File: src/rtl/oam_dma_controller.sv
`default_nettype none
// ============================================================================
// Module   : oam_dma_controller
// Brief    : NES $4014 sprite DMA sequencer and CPU/DMA system-bus arbiter.
// Revision : 1.0 - initial release
// ============================================================================
module oam_dma_controller #(
  parameter logic [15:0] TRIG_ADDR = 16'h4014,
  parameter logic [15:0] OAM_ADDR  = 16'h2004,
  parameter int          XFER_LEN  = 256
) (
  input  logic        clk_ph1,
  input  logic        rst,
  input  logic [15:0] cpu_addr,
  input  logic [7:0]  cpu_dout,
  input  logic        cpu_rnw,
  input  logic [7:0]  bus_din,
  output logic [15:0] sys_addr,
  output logic [7:0]  sys_dout,
  output logic        sys_rnw,
  output logic        cpu_halt,
  output logic        dma_active
);

  typedef enum logic [2:0] {
    IDLE  = 3'd0,
    HALT  = 3'd1,
    ALIGN = 3'd2,
    READ  = 3'd3,
    WRITE = 3'd4
  } state_t;

  localparam logic [7:0] c_last_idx = 8'(XFER_LEN - 1);

  state_t     r_state, w_state_nxt;
  logic [7:0] r_page,  w_page_nxt;
  logic [7:0] r_idx,   w_idx_nxt;
  logic [7:0] r_latch, w_latch_nxt;
  logic       r_cyc_odd;
  logic       w_trigger;

  assign w_trigger = (cpu_rnw == 1'b0) && (cpu_addr == TRIG_ADDR);

  always_ff @(posedge clk_ph1 or posedge rst) begin
    if (rst) begin
      r_state   <= IDLE;
      r_page    <= 8'h00;
      r_idx     <= 8'h00;
      r_latch   <= 8'h00;
      r_cyc_odd <= 1'b0;
    end else begin
      r_state   <= w_state_nxt;
      r_page    <= w_page_nxt;
      r_idx     <= w_idx_nxt;
      r_latch   <= w_latch_nxt;
      r_cyc_odd <= ~r_cyc_odd;
    end
  end

  // Next-state logic and output mux; outputs depend only on registers and
  // CPU-side inputs, never on bus_din.
  always_comb begin
    w_state_nxt = r_state;
    w_page_nxt  = r_page;
    w_idx_nxt   = r_idx;
    w_latch_nxt = r_latch;
    sys_addr    = {r_page, r_idx};
    sys_dout    = r_latch;
    sys_rnw     = 1'b1;

    unique case (r_state)
      IDLE: begin
        sys_addr = cpu_addr;
        sys_dout = cpu_dout;
        sys_rnw  = cpu_rnw;
        if (w_trigger) begin
          w_page_nxt  = cpu_dout;
          w_idx_nxt   = 8'h00;
          w_state_nxt = HALT;
        end
      end
      HALT: begin
        // READ must land on an even cycle; an extra ALIGN fixes parity.
        w_state_nxt = r_cyc_odd ? READ : ALIGN;
      end
      ALIGN: begin
        w_state_nxt = READ;
      end
      READ: begin
        w_latch_nxt = bus_din;
        w_state_nxt = WRITE;
      end
      WRITE: begin
        sys_addr = OAM_ADDR;
        sys_rnw  = 1'b0;
        if (r_idx == c_last_idx) begin
          w_idx_nxt   = 8'h00;
          w_state_nxt = IDLE;
        end else begin
          w_idx_nxt   = r_idx + 8'h01;
          w_state_nxt = READ;
        end
      end
      default: begin
        w_state_nxt = IDLE;
      end
    endcase
  end

  assign cpu_halt   = (r_state != IDLE);
  assign dma_active = cpu_halt;

endmodule
`default_nettype wire

File: config.mk
export PLATFORM = sky130hd
export DESIGN_NAME = oam_dma_controller
export DESIGN_NICKNAME = d
export VERILOG_FILES = /design/src/rtl/oam_dma_controller.sv
export SDC_FILE = /design/constraint.sdc
export NUM_CORES = 1
export LEC_CHECK = 0
export CAP_MARGIN = 0
export CORE_MARGIN = 2
export CORE_UTILIZATION = 59
export DETAILED_ROUTE_END_ITERATION = 8
export DONT_BUFFER_PORTS = 1
export GPL_ROUTABILITY_DRIVEN = 0
export PLACE_DENSITY = 0.75
export SLEW_MARGIN = 20
export SYNTH_ARGS = -nofsm -noshare
export SYNTH_HDL_FRONTEND = slang
export SYNTH_SLANG_ARGS = --single-unit
export TNS_END_PERCENT = 10
File: constraint.sdc
create_clock -name clk_ph1 -period 2 [get_ports clk_ph1]
set_input_delay 0.1 -clock clk_ph1 [delete_from_list [all_inputs] [get_ports clk_ph1]]
set_output_delay 0.1 -clock clk_ph1 [all_outputs]
set_load 0.03 [all_outputs]
* Word level (Yosys, flattened, before mapping)
Cells that the tools add are included.
** Cells by class
- Equal/unequal tests :: 7
- Reduce and logical (&&, ||, !) cells :: 6
- Add/sub/neg operators :: 1
- Bitwise gates (word level) :: 2
- Multiplexer cells :: 10
** Operators with widths (number)
- one-hot mux 16 bit (2 select lines) :: 1
- 2-to-1 mux 8 bit :: 3
- equality test 16 x 15 -> 1 bit (second input constant) :: 1
- one-hot mux 8 bit (2 select lines) :: 1
- one-hot mux 3 bit (5 select lines) :: 1
- adder 8 x 1 -> 8 bit (second input constant) :: 1
- equality test 8 bit (second input constant) :: 1
- equality test 3 x 2 -> 1 bit (second input constant) :: 2
- AND reduction 2 bit :: 2
- equality test 3 x 1 -> 1 bit (second input constant) :: 1
- equality test 3 bit (second input constant) :: 1
- zero test 3 bit :: 1
- 2-to-1 mux 3 bit :: 1
- nonzero test 3 bit :: 1
- 2-to-1 mux 2 bit :: 1
- != test 2 bit (second input constant) :: 1
- inverter 1 bit :: 2
- one-hot mux 1 bit (2 select lines) :: 1
- nonzero test 2 bit :: 1
- logical AND 1 bit :: 1
- 2-to-1 mux 1 bit :: 1
** Storage, ports and cells
- Input port bits :: 35
- Register bits :: 28
- Logic and storage cells :: 31

* Logic depth before layout (Yosys ltp)
Gate-level depths: netlist of the first run.
- Depth after elaboration :: 4
- Gate-level depth with buffers :: 7
- Mapped depth without buffers :: 5

* Worst setup path before layout of the first run
No wires, ideal clock.
- Kind :: flip-flop to output port
- From :: register r_state[0]
- To :: output port sys_addr[2]
- Setup slack :: 0.172 ns
- Data required time :: 1.900 ns
- Arrival time :: 1.728 ns
- Stages on the path, launching flop included :: 7
- Path through :: dfrtp_1 or2_1 buf_2 nor2_8 inv_2 clkbuf_1 o22a_1
** On the way
- Cells in the longest elaborated chain, start to end :: 2
** RTL lines
- from (decl) :: RTL line 35 : state_t r_state, w_state_nxt;
- from (signal assigned) :: RTL line 52 : r_state <= w_state_nxt;
- equality test 3 bit / zero test 3 bit (equally long branches) :: RTL line 71 : unique case (r_state)
- one-hot mux 16 bit (2 select lines) (*) :: RTL line 71
- to (decl) :: RTL line 18 : output logic [15:0] sys_addr,
Mark *: on every way between the ends. The rest lies on a longest branch, timed or not.

* Worst setup path after layout of the first run
- From :: register r_state[0]
- To :: output port sys_addr[13]
Same word-level chain as after synthesis.

==> impl_metrics.yaml, run 1 <==
outcome:
  status: "complete, no violations"
global_route:
  grt_use_total_pct: 27.6
  antenna_found_initial: 0
  grt_pass1_vias: 1400
  grt_max_degree: 29
  gr-total-overflow: 0
  grt_pass1_wl_um: 6710
floorplan:
  num_rows: 18
  die-area_mm2: 0.00306
  die_h_um: 55.4
  start_util_pct: 62.3
  die_w_um: 55.4
  core_mm2: 0.00250
  pin_count: 62
logic_synthesis:
  synth.distinct_cells: 43
  syn_nets: 206
  synth_edf_count: 0
  yosys_warnings: 0
  synth_ff_type: "dfrtp_1"
  syn_inst: 170
  yosysSeqAreaShare_pct: 45.0
  async_reset_ff_share_pct: 100
  synth_fa_ha_area_share_pct: 0.804
  synthMuxAreaShare_pct: 7.23
  syn_area_per_cell_um2: 9.16
  synth_top_family_by_area: "simple AND/OR/NAND/NOR gates"
  syn_area_mm2: 0.00156
  synth-compound-area-share_pct: 18.0
  synth_xor_xnor_area_share_pct: 0.563
  synth-simple-area-share_pct: 24.2
  synth-seq-cells: 28
drt:
  drc_errors: 0
  vias: 1407
  drtIter0Drc: 100
  ant_nets: 0
  wl_um: 4070
  vias_per_cell: 6.23
  dr.pass1.iters: 4
  wire_per_inst_um: 18.0
critical_path:
  critPathArrivalTime_ps: 1840
  critical_path.cell_chain: "or2_4 > nor2_8 > inv_2 > buf_4 > o22a_1 > buf_12"
  critical_path_peak_fanout: 12
  slowest_stage: "dfrtp_2"
  max_stage_delay_ps: 470
  cp-start-kind: "register"
  worst_ep_required_time_ps: 1900
  criticalPathCategory: "reg2out"
  critPathCaptureType: "output pin"
worst_hold_path:
  hp-class: "in2reg"
sta:
  setup_viol: 0
  fin_crit_ps: 1940
  holdWs_ps: 209
  clock-skew-final_ps: 12.6
  slew_viol_final: 0
  max_freq_ghz: 0.515
  setup_slack_ps: 59.8
  slew_headroom_pct: 63.3
  tightest_slew_ps: 548
  rsz0062_at_grt: "no"
  min_period_over_period_pct: 97.0
  setup_tns_ps: 0
  finalHoldViolCount: 0
power:
  p_leak_uw: 0.000946
  pwr_density_cell_mw_per_mm2: 1770
  power_uw: 3390
  ir_drop_uv: 1180
cells_and_area:
  nFillCells: 171
  seqCellArea_um2: 703
  nets: 233
  drive_gt1_share_pct: 17.3
  area_delta_synth_final_pct: 22.9
  stdcell_count: 226
  multiInputGateArea_um2: 793
  antennaDiodeCount: 0
clock_tree:
  path_clk_slew_ps: 160
  cts_tree: "built"
  clock_latency_ps: 330
  h-tree-depth: 1
  cts_sinks: 28
  cts_inserted_buffers: 3
  clock_tree.root_cell: "clkbuf_4"
  cts_max_path_buffers: 2
placed_design:
  place_inst: 203
  pre_cts_ws_ps: 201
  dp_hpwl_um: 2870
  io_buffer_count: 0
job:
  cap_violations: 0
-- where the power goes --
group          total, µW  internal [µW]  switching, µW  leakage [µW]
Sequential           899            742            158      0.000356
Combinational       2110            682           1430      0.000563
Clock                379            203            177     0.0000279
Total               3390           1630           1760      0.000946
-- state kept, by name (all words and copies together), names as in the netlist --
signal     flops
r_state        3
r_page         8
r_idx          8
r_cyc_odd      1
r_latch        8
-- worst paths after layout --
check,startpoint,slack (ps),cells past startpoint,end
min in group asynchronous,rst,240,3,r_idx[7]$_DFFE_PP0P_
worst min-delay path,cpu_addr[14],210,3,r_state[0]$_DFFE_PP0P_
worst max register to register,r_state[0]$_DFFE_PP0P_,130,4,r_idx[0]$_DFFE_PP0P_
max in group asynchronous,rst,1470,3,r_state[1]$_DFFE_PP0P_
worst max-delay path,r_state[0]$_DFFE_PP0P_,60,6,sys_addr[13]
worst min register to register,r_cyc_odd$_DFF_PP0_,480,1,r_cyc_odd$_DFF_PP0_
-- placed cells by master (no fill, tap or decap), drive strengths merged, types with 2 or more instances in the layout --
cell and count:
nor2 5, buf 14, and3 3, nand2 52
a22o 14, inv 6, dfrtp 28, nand3 4
o21ai 6, a21oi 3, nor3 2, dlygate4sd3 17
nand2b 2, nor4 2, mux2 10, clkbuf 3
o22a 2
-- metrics by stage --
step / utilization, % / instance area [µm²]
final: 76.5 / 1910
after CTS: 75.8 / 1900
after detailed placement: 66.8 / 1670
after global routing: 76.5 / 1910
after global placement: 66.8 / 1670
after floorplan: - / 1560
-- cells by family (layout without fill, tap and decap cells) --
family | Yosys count | in the layout
AOI/OAI and AO/OA | 37 | 37
and+or+nand+nor | 77 | 77
buffers and inverters | 16 | 42
DFF | 28 | 28
muxes | 10 | 10
xor gates and xnor gates | 1 | 1
adders and majority gates | 1 | 1
-- per-layer routing --
metal,vias up,share of wire (%),global-route usage (%)
met5,-,0,0
met4,0,1.9,6.97
met3,16,10,5.39
met2,100,47,43.2
met1,640,41,39.4
li1,651,-,-
-- critical path, delay by kind of cell (launching register included) --
family	cells	cell delay (ps)
and+or+nand+nor	2	360
AOI/OAI and AO/OA	1	250
DFF	1	470
buffers and inverters	3	420
-- cells in the mapped netlist, types with 2 or more instances --
cell,n,area (µm²)
nand2_1,52,195
mux2_2,9,101
nor2_1,4,15.0
clkbuf_1,7,26.3
nand3_1,4,20.0
o21ai_0,6,30.0
o22a_1,2,17.5
nor4_1,2,12.5
a21oi_1,3,15.0
and3_1,3,18.8
dfrtp_1,28,701
nand2b_1,2,12.5
a22o_1,14,123
inv_1,5,18.8
-- layout make-up --
class / count / area share (%)
tap: 30 / 1.96
sequential: 28 / 36.8
clock inverter: 1 / 1.57
inverter: 7 / 1.37
multi-input combinational: 126 / 41.5
clock buffer: 3 / 1.18
timing repair buffer: 31 / 15.7
-- repair_timing --
item | 4_1_cts | 5_1_grt
hold endpoints to repair | 44 | 0
endpoints found under the setup margin | 2 | 3
setup buffers | 0 | 2
gates cloned | 0 | 0
pin swaps | 0 | 0
gates resized for setup | 1 | 2
hold buffers | 17 | 0
(Power assumes the default switching activity.)
==> run 2, diff against run 1 <==
- CORE_UTILIZATION: 59 -> 25
- PLACE_DENSITY: 0.75 -> not set
==> run 2 against run 1 <==
Against the previous run: count of clock-buffer cells in the layout stayed put; wire length up 14%; non-clock buffer count did not move; clock skew shrank 11 ps; cell count up 20%; sequential cell count unchanged; maximum frequency up 1.6%; highest routed layer unchanged; largest cell class unchanged; worst hold slack improved by 44 ps; clock power rose by 20%; via count down 2.1%; sequential power hardly changed; critical path type unchanged; sequential share of layout area decreased by 1.9 points.
==> impl_metrics.yaml, run 2 (synthesis gave the netlist of run 1 again) <==
clock_tree:
  clock_latency_ps: 280
  h-tree-depth: 1
  cts_sinks: 28
  postCtsSetupBuffers: 0
  path_clk_slew_ps: 100
  cts_max_path_buffers: 2
  cts_tree: "built"
  clock_tree.root_cell: "clkbuf_8"
  cts_inserted_buffers: 3
critical_path:
  cp_top_family: "flip-flops"
  critical_path_peak_fanout: 12
  worst_ep_required_time_ps: 1900
  critical_path.cell_chain: "or2_4 > nor2_8 > inv_2 > buf_4 > o22a_1 > buf_12"
  slowest_stage: "dfrtp_1"
  cp_num_buf_inv: 3
  max_stage_delay_ps: 440
  critPathArrivalTime_ps: 1810
  cp-start-kind: "register"
  criticalPathCategory: "reg2out"
  critPathCaptureType: "output pin"
sta:
  setup_tns_ps: 0
  min_period_over_period_pct: 95.4
  tightest_slew_ps: 474
  finalHoldViolCount: 0
  rsz0062_at_grt: "no"
  max_freq_ghz: 0.524
  slew_headroom_pct: 68.3
  setup_viol: 0
  slew_viol_final: 0
  clock-skew-final_ps: 1.09
  fin_crit_ps: 1910
cells_and_area:
  drive_gt1_share_pct: 16.3
  nets: 233
  area_delta_synth_final_pct: 29.2
  layout_common_cells: "nand2_1 (52), dfrtp_1 (28), dlygate4sd3_1 (17)"
  layout_commonest_cell: "nand2_1"
  reg_top3: "r_idx (8), r_latch (8), r_page (8)"
  antennaDiodeCount: 0
  fin_area_mm2: 0.00201
global_route:
  gr-total-overflow: 0
  grt_pass1_vias: 1393
  grt_pass1_wl_um: 7310
  grt_max_degree: 29
  grt_use_total_pct: 13.3
  antenna_found_initial: 0
placed_design:
  placed_area_mm2: 0.00177
  dp_hpwl_um: 3560
  io_buffer_count: 0
power:
  p_leak_uw: 0.000965
  ir_drop_uv: 955
  pwr_density_cell_mw_per_mm2: 1780
floorplan:
  die_h_um: 82.9
  core_mm2: 0.00596
  num_rows: 28
  start_util_pct: 26.1
  pin_count: 62
  die-area_mm2: 0.00687
  die_w_um: 82.9
drt:
  wire_per_inst_um: 17.1
  ant_nets: 0
  wl_met3_um: 402
  vias_per_cell: 5.08
  vias: 1377
  wl_met2_um: 2320
  drtIter0Drc: 91
  dr.pass1.iters: 4
  wl_um: 4630
  drc_errors: 0
  top_signal_layer_used: "met4"
  met1_length_um: 1860
job:
  cap_violations: 0
outcome:
  status: "complete, no violations"
worst_hold_path:
  hp-class: "in2reg"
-- run 2: cell count changes in the layout (fill, tap and decap cells not counted) --
cell / previous run / this run
dfrtp_1: 26 / 28
clkbuf_8: 0 / 3
clkbuf_4: 3 / 0
dfrtp_2: 2 / 0
buf_12: 2 / 4
buf_4: 12 / 10
-- run 2: final timing paths --
kind                                               end                   start  slack (ps)  cells past startpoint
worst max-delay path                       sys_addr[2]  r_state[1]$_DFFE_PP0P_          90                      6
worst min-delay path            r_state[0]$_DFFE_PP0P_            cpu_addr[14]         250                      3
worst max register to register    r_idx[3]$_DFFE_PP0P_  r_state[1]$_DFFE_PP0P_         260                      4
worst min register to register     r_cyc_odd$_DFF_PP0_     r_cyc_odd$_DFF_PP0_         440                      1
max in group asynchronous         r_idx[5]$_DFFE_PP0P_                     rst        1400                      3
min in group asynchronous        r_page[7]$_DFFE_PP0P_                     rst         330                      3
-- run 2: final cells by class --
class | instances | area, µm²
inverter | 7 | 26.3
fill | 624 | 3950
tap | 75 | 93.8
timing repair buffer | 31 | 325
sequential | 28 | 701
clock inverter | 1 | 30.0
clock buffer | 3 | 41.3
multi-input combinational | 126 | 793
-- run 2: tightest hold or removal path: stages --
cell and delay (ps):
nand3_1 170, o21ai_0 120, o21a_1 110
-- run 2: per-layer routing --
metal	global-route usage, %	vias to the layer above
li1	-	649
met1	16.1	662
met2	23.4	62
met3	4.37	4
met4	2.09	0
met5	0	-
-- run 2: stage by stage --
stage | hold WS (ps) | std cells | worst slack, ps | total power, µW | util (%)
floorplan | 165 | 170 | 172 | 2450 | -
global placement | 99.4 | 250 | 250 | 3070 | 29.7
detailed placement | 102 | 250 | 219 | 3120 | 29.7
CTS | 246 | 271 | 24.2 | 3600 | 33.7
global route | 273 | 271 | 20.5 | 3800 | 33.8
finish | 253 | 271 | 91.0 | 3580 | 33.8
-- run 2: report_power, final --
group / switching, µW / internal, µW
Clock: 187 / 268
Sequential: 160 / 739
Combinational: 1460 / 768
-- run 2: what timing repair did --
action                                  in CTS  in global routing
hold buffers                                17                  0
gates resized for setup                      0                  1
endpoints found under the hold margin       44                  0
endpoints found under the setup margin       0                 18
==> run 3, diff against run 2 <==
- REMOVE_ABC_BUFFERS: not set -> 1
==> run 3 against run 2 <==
Against the previous run: register-to-register slack worse by 50 ps; maximum frequency is 0.44% higher; worst hold slack better by 22 ps; die area did not move; wire length shrank 2.5%; clock skew increased by 0.66 ps; sequential cell count stayed put; clock power shrank 32%; largest cell class unchanged; total power decreased by 7.0%; critical path type unchanged; worst setup slack improved by 8.4 ps; cell area decreased by 2.9%.
==> impl_metrics.yaml, run 3 (synthesis gave the netlist of run 1 again) <==
outcome:
  status: "complete, no violations"
critical_path:
  r2r_start: "r_state[0]$_DFFE_PP0P_"
  worst_ep_required_time_ps: 1900
  rr_worst_depth: 4
  critPathCaptureType: "output pin"
  criticalPathCategory: "reg2out"
  critical_path_peak_fanout: 12
  critPathLaunch: "r_state[1]$_DFFE_PP0P_"
  cp-start-kind: "register"
  critPathArrivalTime_ps: 1800
sta:
  tightest_slew_ps: 550
  rsz0062_at_grt: "no"
  setup_tns_ps: 0
  min_period_over_period_pct: 95.0
  fin_crit_ps: 1900
  max_freq_ghz: 0.526
  slew_viol_final: 0
  slew_headroom_pct: 63.2
  finalHoldViolCount: 0
  setup_viol: 0
  clock-skew-final_ps: 1.75
  setup_slack_ps: 99.4
power:
  p_leak_uw: 0.000938
  pwr_density_cell_mw_per_mm2: 1710
  ir_drop_uv: 628
drt:
  dr.pass1.iters: 4
  drtIter0Drc: 106
  wire_per_inst_um: 16.8
  vias_per_cell: 5.03
  ant_nets: 0
  drc_errors: 0
  wl_um: 4510
  vias: 1354
cells_and_area:
  fin_area_mm2: 0.00195
  reg_top3: "r_idx (8), r_latch (8), r_page (8)"
  area_delta_synth_final_pct: 25.4
  seqCellArea_um2: 701
  multiInputGateArea_um2: 793
  nFillCells: 631
  layout_commonest_cell: "nand2_1"
  drive_gt1_share_pct: 15.5
  layout_common_cells: "nand2_1 (52), dfrtp_1 (28), dlygate4sd3_1 (17)"
  final_util_pct: 32.8
  antennaDiodeCount: 0
  nets: 232
  stdcell_count: 269
floorplan:
  die_h_um: 82.9
  die_w_um: 82.9
  die-area_mm2: 0.00687
  pin_count: 62
  core_mm2: 0.00596
  start_util_pct: 26.1
  num_rows: 28
clock_tree:
  clock_latency_ps: 270
  cts_max_path_buffers: 2
  path_clk_slew_ps: 90
  postCtsSetupBuffers: 0
  clock_tree.root_cell: "clkbuf_8"
  cts_sinks: 28
  cts_tree: "built"
  h-tree-depth: 1
  cts_inserted_buffers: 3
worst_hold_path:
  holdPathStages: 3
  hp-class: "in2reg"
  min_from: "cpu_addr[14]"
global_route:
  grt_pass1_wl_um: 7370
  gr-total-overflow: 0
  grt_use_total_pct: 13.1
  grt_max_degree: 29
  grt_pass1_vias: 1371
  antenna_found_initial: 0
placed_design:
  dp_hpwl_um: 3490
  placed_area_mm2: 0.00173
  io_buffer_count: 0
  place_inst: 249
  pre_cts_ws_ps: 196
job:
  cap_violations: 0
==> run 3: changes by cell type in the layout (fill, tap and decap cells not counted) <==
cell       change
buf_6          +1
buf_12         -2
bufinv_16      -1
==> run 3: repair_timing <==
action	CTS	global route
endpoints found under the hold margin	44	0
setup endpoints to repair	0	8
hold buffers	17	0
gates resized for setup	0	2
==> run 3: worst paths after layout <==
kind                                                to  slack [ps]
max in group asynchronous         r_idx[5]$_DFFE_PP0P_        1400
worst max-delay path                      sys_addr[13]         100
worst max register to register    r_idx[0]$_DFFE_PP0P_         210
worst min register to register     r_cyc_odd$_DFF_PP0_         420
min in group asynchronous       r_latch[5]$_DFFE_PP0P_         330
worst min-delay path            r_state[0]$_DFFE_PP0P_         270
==> run 3: stage by stage <==
step | hold WS (ps) | power (µW)
2_1_floorplan | 165 | 2380
3_3_place_gp | 107 | 2970
3_5_place_dp | 101 | 3000
4_1_cts | 263 | 3340
5_1_grt | 276 | 3560
6_report | 275 | 3330
==> run 3: where the power goes <==
| part | total, µW | internal (µW) | switching, µW |
|---|---|---|---|
| clock network | 308 | 135 | 173 |
| logic | 2140 | 679 | 1460 |
| registers | 883 | 739 | 144 |
| total | 3330 | 1550 | 1780 |
==> run 3: per-layer routing <==
metal	vias up	part of all wire, %	global-route usage (%)
li1	647	-	-
met1	651	44	17.1
met4	0	0.55	2.38
met2	54	47	21.4
met3	2	8.4	4.08
met5	-	0	0
==> run 3: area by class of cell <==
cell class	count	share of cell area, %
Tap cell	75	4.81
Sequential cell	28	35.9
Multi-Input combinational cell	126	40.6
Clock buffer	3	2.12
Timing Repair Buffer	30	15.2
Inverter	7	1.35
==> run 3: worst max-delay path, stage by stage (launching register included) <==
cell,delay [ps]
dfrtp_1,440
or2_4,300
nor2_8,90
inv_2,50
buf_4,230
o22a_1,250
buf_12,150
